`config.mk`:
```
export PLATFORM = sky130hd
export DESIGN_NAME = serial_subtractor_ctrl
export DESIGN_NICKNAME = d
export VERILOG_FILES = /design/src/rtl/serial_subtractor_ctrl.sv
export SDC_FILE = /design/constraint.sdc
export NUM_CORES = 1
export LEC_CHECK = 0
export CAP_MARGIN = 15
export CORE_ASPECT_RATIO = 0.9
export CORE_MARGIN = 2
export CORE_UTILIZATION = 43
export CTS_BUF_LIST = sky130_fd_sc_hd__clkbuf_8
export CTS_CLUSTER_SIZE = 8
export DETAILED_ROUTE_END_ITERATION = 16
export PLACE_DENSITY_LB_ADDON = 0.08
export SYNTH_ARGS = -nofsm -noshare
export SYNTH_HDL_FRONTEND = slang
export SYNTH_SLANG_ARGS = --single-unit
```
`constraint.sdc`:
```
create_clock -name clk -period 3 [get_ports clk]
set_input_delay 0.9 -clock clk [delete_from_list [all_inputs] [get_ports clk]]
set_output_delay 0.9 -clock clk [all_outputs]
set_load 0.05 [all_outputs]
```
`src/rtl/serial_subtractor_ctrl.sv`:
```
// serial_subtractor_ctrl: bit-serial WIDTH-bit subtractor, LSB first, with a
// start/busy/done handshake. Define SIGNED_OVF_EN to add the overflow output.

// One-bit half subtractor: difference and borrow of i_a - i_b.
module half_subtractor (
    input  logic i_a,
    input  logic i_b,
    output logic o_d,
    output logic o_borrow
);
    assign o_d      = i_a ^ i_b;
    assign o_borrow = ~i_a & i_b;
endmodule

module serial_subtractor_ctrl #(
    parameter int WIDTH = 8
) (
    input  logic             clk,
    input  logic             rst,
    input  logic             start,
    input  logic [WIDTH-1:0] a,
    input  logic [WIDTH-1:0] b,
    output logic             busy,
    output logic             done,
    output logic [WIDTH-1:0] diff,
    output logic             borrow_out
`ifdef SIGNED_OVF_EN
    ,
    output logic             overflow
`endif
);
    localparam int CW = (WIDTH > 1) ? $clog2(WIDTH) : 1;
    localparam logic [CW-1:0] LAST = CW'(WIDTH - 1);

    typedef enum logic [1:0] {
        S_IDLE,
        S_RUN,
        S_DONE
    } state_t;

    state_t           r_state;
    logic [WIDTH-1:0] r_a_sh;
    logic [WIDTH-1:0] r_b_sh;
    logic [WIDTH-2:0] r_res;
    logic [CW-1:0]    r_cnt;
    logic             r_borrow;

    logic             w_d1;
    logic             w_b1;
    logic             w_d;
    logic             w_b2;
    logic             w_borrow_nxt;
    logic [WIDTH-1:0] w_res_nxt;

    // Full subtract cell: operand bits first, then the running borrow.
    half_subtractor u_hs1 (
        .i_a      (r_a_sh[0]),
        .i_b      (r_b_sh[0]),
        .o_d      (w_d1),
        .o_borrow (w_b1)
    );

    half_subtractor u_hs2 (
        .i_a      (w_d1),
        .i_b      (r_borrow),
        .o_d      (w_d),
        .o_borrow (w_b2)
    );

    assign w_borrow_nxt = w_b1 | w_b2;
    // Result fills from the top; after WIDTH bits the LSB sits at bit 0.
    assign w_res_nxt    = {w_d, r_res};

    // Sequencer: load on start, one bit per RUN cycle, single-cycle DONE.
    always_ff @(posedge clk or posedge rst) begin
        if (rst) begin
            r_state    <= S_IDLE;
            r_a_sh     <= '0;
            r_b_sh     <= '0;
            r_res      <= '0;
            r_cnt      <= '0;
            r_borrow   <= 1'b0;
            busy       <= 1'b0;
            done       <= 1'b0;
            diff       <= '0;
            borrow_out <= 1'b0;
`ifdef SIGNED_OVF_EN
            overflow   <= 1'b0;
`endif
        end else begin
            case (r_state)
                S_IDLE: begin
                    done <= 1'b0;
                    if (start) begin
                        r_state  <= S_RUN;
                        busy     <= 1'b1;
                        r_a_sh   <= a;
                        r_b_sh   <= b;
                        r_cnt    <= '0;
                        r_borrow <= 1'b0;
                    end
                end
                S_RUN: begin
                    r_a_sh   <= r_a_sh >> 1;
                    r_b_sh   <= r_b_sh >> 1;
                    r_res    <= w_res_nxt[WIDTH-1:1];
                    r_borrow <= w_borrow_nxt;
                    if (r_cnt == LAST) begin
                        r_state    <= S_DONE;
                        busy       <= 1'b0;
                        done       <= 1'b1;
                        diff       <= w_res_nxt;
                        borrow_out <= w_borrow_nxt;
`ifdef SIGNED_OVF_EN
                        // On the last bit the shift regs hold the operand MSBs.
                        overflow   <= (r_a_sh[0] != r_b_sh[0]) &&
                                      (w_d != r_a_sh[0]);
`endif
                    end else begin
                        r_cnt <= r_cnt + 1'b1;
                    end
                end
                S_DONE: begin
                    done    <= 1'b0;
                    r_state <= S_IDLE;
                end
                default: begin
                    r_state <= S_IDLE;
                    busy    <= 1'b0;
                    done    <= 1'b0;
                end
            endcase
        end
    end
endmodule
```
Word level (Yosys, flattened, before mapping) --
Index checks and enable logic that the tools add are counted.
Word-level totals: memories kept 0, ROM bits 0, RAM bits 0, register bits after elaboration 40, word-level logic and storage cells 49, output and inout port bits 11, latch bits 0, input port bits 19
Operators by class: div/mod/pow operators 0, muxes and demuxes 17, bitwise logic cells 8, $lt $le $gt $ge 0, equal/unequal tests 6, shift-type cells 0, multipliers 0, $add $sub $neg 1, reductions and logical operators 7
Operators with widths (number):
- $pmux W8 S2 | 2
- $mux W8 | 2
- $mux W3 | 2
- $ne A2 B2 Y1 const B | 3
- $pmux W3 S2 | 1
- $reduce_and A2 Y1 | 3
- $reduce_and A3 Y1 | 2
- $mux W1 | 5
- $mux W2 | 2
- $pmux W2 S2 | 1
- $add A3 B1 Y3 const B | 1
- $eq A3 B3 Y1 const B | 1
- $not A1 Y1 | 3
- $pmux W1 S3 | 1
- $and A1 B1 Y1 | 2
- $eq A2 B1 Y1 const B | 1
- $eq A2 B2 Y1 const B | 1
- $logic_not A2 Y1 | 1
- $pmux W1 S2 | 1
- $reduce_bool A2 Y1 | 1
- $xor A1 B1 Y1 | 2
- $or A1 B1 Y1 | 1

Longest topological paths before layout --
depth after elaboration 5, depth in mapped cells 6, gate-level depth less buffers 5

Hierarchy --
Synthesis repeated with hierarchy kept, for this count alone.
Unflattened totals: cells, all modules 173, area total of the unflattened synthesis 1994.4 sq um
Modules (own cells, without submodules):
- serial_subtractor_ctrl | sequential area each 1001.0 sq um, area an instance 1954.4 sq um, cells each 167, instances 1
- half_subtractor | sequential area each 0.0 sq um, area an instance 20.0 sq um, cells each 3, instances 2

Least setup slack after synthesis --
Ideal clock, no wire load.
kind input -> register, start point input start, end point register r_a_sh[1], setup slack 1375 ps, buffers on the path 1, setup time 104 ps, stages on the path 4, required time 2896 ps, arrival time 1521 ps, cells stage by stage nor2_2 or2_0 buf_6 a221oi_1
Between the ends: cells in the longest elaborated chain, start to end 2
RTL lines:
- start: declaration | RTL line 20 | input logic start,
- $ne A2 B2 Y1 (no source line)
- $reduce_and A2 Y1 (no source line)
- end signal: assignment | RTL line 104 | r_a_sh <= r_a_sh >> 1;
- end: declaration | RTL line 42 | logic [WIDTH-1:0] r_a_sh;
Every way passes these cells. A chain may end at the register's enable or synchronous reset.

Final worst setup path --
start point register busy, end point output busy
RTL lines:
- start: declaration | RTL line 23 | output logic busy,
- start signal: assignment | RTL line 83 | busy <= 1'b0;
- start signal: assignment | RTL line 96 | busy <= 1'b1;
- start signal: assignment | RTL line 110 | busy <= 1'b0;
No word-level cell between the ends.

==> flow_metrics.env <==
export IMPL_outcome="finished clean"
export IMPL_crit_required_ps=2100
export IMPL_antenna_found_initial=0
export IMPL_cts_root_buffer="clkbuf_8"
export IMPL_portBuffers=29
export IMPL_grt_pass1_wl_mm=6.237
export IMPL_track_usage=0.1733
export IMPL_placed_area_mm2=0.002131
export IMPL_vdd_ir_drop_max_v=0.0003573
export IMPL_mostFrequentLayoutCell="dfrtp_1"
export IMPL_detail_route_antenna_nets=0
export IMPL_cp_start_kind="flip-flop"
export IMPL_clock_fmax_mhz=422.9
export IMPL_critPathKind="flip-flop to output pin"
export IMPL_synth_flop_cell="dfrtp_1"
export IMPL_synth_seq_cells=40
export IMPL_crit_path_top_delay_cell="clkdlybuf4s50_1"
export IMPL_critPathBufInv=1
export IMPL_p_comb_frac=0.453
export IMPL_cts_num_sinks=40
export IMPL_syn_area_mm2=0.001810
export IMPL_clk_path_buf_depth=2
export IMPL_routed_wl_mm=3.706
export IMPL_path_clk_slew_ps=70
export IMPL_setup_viol_count_final=0
export IMPL_die_w_um=72.40
export IMPL_initial_utilization=0.4444
export IMPL_num_vias=1300
export IMPL_leakage_nw=1.018
export IMPL_n_antenna_cell=0
export IMPL_slew_limit_headroom=0.4847
export IMPL_nets=218
export IMPL_syn_to_final_growth_pct=22.67
export IMPL_dp_hpwl_mm=2.492
export IMPL_cts_made_buffers=5
export IMPL_seq_power_share=0.397
export IMPL_instances_no_fill=244
export IMPL_htreeDepth=2
export IMPL_tritoncts="done"
export IMPL_critical_path_max_fanout=3
export IMPL_setup_tns_ps=0
export IMPL_num_rows=22
export IMPL_grt_max_degree=41
export IMPL_drc=0
export IMPL_yosys_warnings=0
export IMPL_seq_area_frac_synth=0.5529
export IMPL_layout_setup_ws_ps=635.5
export IMPL_intPower_mw=1.443
export IMPL_avgSynthCellArea_um2=10.97
export IMPL_synth_cell_types=26
export IMPL_synth_top_area_share=0.5529
export IMPL_drive_gt1_frac=0.1122
export IMPL_path_cells="clkdlybuf4s50_1"
export IMPL_syn_nets=188
export IMPL_dp_cells=236
export IMPL_grt_pass1_vias=1277
export IMPL_finalHoldViolCount=0
export IMPL_clock_latency_ps=290
export IMPL_fin_util=0.5451
export IMPL_p_clk_frac=0.150
export IMPL_post_cts_buffers=0
export IMPL_fp_dieH_um=65.56
export IMPL_path_delay_family="buffers and inverters"
export IMPL_cap_violations=0
export IMPL_grt_remaining_overflow=0
export IMPL_maxSlewViolCount=0
export IMPL_drt_pass1_iter_count=4
export IMPL_place_congestion=0.7558
export IMPL_cp_arrival_ps=1460
export IMPL_cp_end_kind="output pin"
export IMPL_hold_class="flip-flop to flip-flop"
export IMPL_p_per_area_mw_per_mm2=1081
export IMPL_coreArea_mm2=0.004074
export IMPL_swShare=0.3994
export IMPL_vias_per_cell=5.328
export IMPL_slowest_delay_ps=810
export IMPL_worstMarginPinSlew_ps=773.0
export IMPL_postSynthCellCount=165
export IMPL_place_ws_ps=671.0
export IMPL_synth_edff_count=0
export IMPL_io_pins=30
export IMPL_layout_common_cells="40 x dfrtp_1, 29 x clkdlybuf4s50_1, 25 x nand2_1, 13 x inv_1, 12 x nor3b_1"
export IMPL_synthTopCellsByArea="dfrtp_1 55%, mux2_2 5.6%, nand2_1 5.2%"
export IMPL_first_iter_violations=84
export IMPL_dieArea_mm2=0.004746
export IMPL_cts_resized=0
export IMPL_rsz0062_at_grt="false"
export IMPL_async_flop_share=1.000
export IMPL_power_net_switching_mw=0.9592
export IMPL_fin_area_mm2=0.002221
export IMPL_holdBufCountCts=0
export IMPL_fin_crit_sh=0.7882
export IMPL_routedWlPerCell_um=15.19
export IMPL_synth_top_area_cell="dfrtp_1"
export IMPL_layout_min_cycle_time_ps=2364
export IMPL_skew_ps=6.316
[power groups by stage]
stage	logic [mW]	clock network [mW]	registers [mW]
after floorplan	0.610	0	1.14
after global placement	1.06	0	0.958
after detailed placement	1.09	0	0.965
after CTS	1.10	0.368	0.955
after global routing	1.20	0.392	0.994
final	1.09	0.359	0.955
[logic make-up (layout without fill, tap and decap cells)]
| group | Yosys count | count (layout) | synth area share |
|---|---|---|---|
| muxes | 10 | 10 | 0.06151 |
| adders and majority gates | 4 | 4 | 0.03179 |
| AOI/OAI and AO/OA | 32 | 32 | 0.1313 |
| buffers and inverters | 20 | 51 | 0.05183 |
| DFF | 40 | 40 | 0.5529 |
| and+or+nand+nor | 59 | 59 | 0.1707 |
[per-stage QoR]
stage / hold slack [ps] / total power [mW]
floorplan: 441.8 / 1.752
global placement: 454.1 / 2.020
detailed placement: 473.2 / 2.058
CTS: 490.1 / 2.421
global route: 518.0 / 2.586
finish: 486.7 / 2.402
[path summary, 6_finish.rpt]
path                       depth (start not counted)  slack [ps]  startpoint        end
max                                                1         640        busy       busy
min                                                2         490    r_res[0]   r_res[0]
max reg2reg                                        4        1070  r_state[0]  r_a_sh[1]
min reg2reg                                        2         490    r_res[0]   r_res[0]
max in group asynchronous                          3        1610         rst  r_a_sh[0]
min in group asynchronous                          3        1050         rst  r_b_sh[5]
[state kept, by name, indices dropped and copies added, names as in the netlist]
register	flops
r_cnt	3
r_a_sh	8
borrow_out	1
r_state	2
r_borrow	1
r_res	7
busy	1
r_b_sh	8
diff	8
done	1
[synth_stat cells, types with 2 or more instances]
cell type and instances:
a21oi_1 6, a221oi_1 6, a22o_1 5, buf_2 6
dfrtp_1 40, ha_1 3, inv_1 11, mux2_2 9
nand2_1 25, nand3b_1 3, nor2_1 7, nor2_2 2
nor2b_1 7, nor3b_1 12, o21ai_0 6, o221a_2 2
o22a_1 6
[metal layers]
| metal | GRT usage | routed length (um) | vias up |
|---|---|---|---|
| met4 | 0.05787 | 62 | 0 |
| met3 | 0.05061 | 154 | 9 |
| li1 | - | - | 626 |
| met2 | 0.2661 | 1653 | 29 |
| met5 | 0 | 0 | - |
| met1 | 0.2359 | 1835 | 636 |
[area by class of cell]
cell class,count,area (um2)
Fill cell,355,1853
Sequential cell,40,1001
Multi-Input combinational cell,105,715.7
Timing Repair Buffer,32,312.8
Clock buffer,6,82.58
Tap cell,48,60.06
Inverter,11,41.29
Clock inverter,2,7.507
Note: power is estimated with default switching activity, not from simulation.
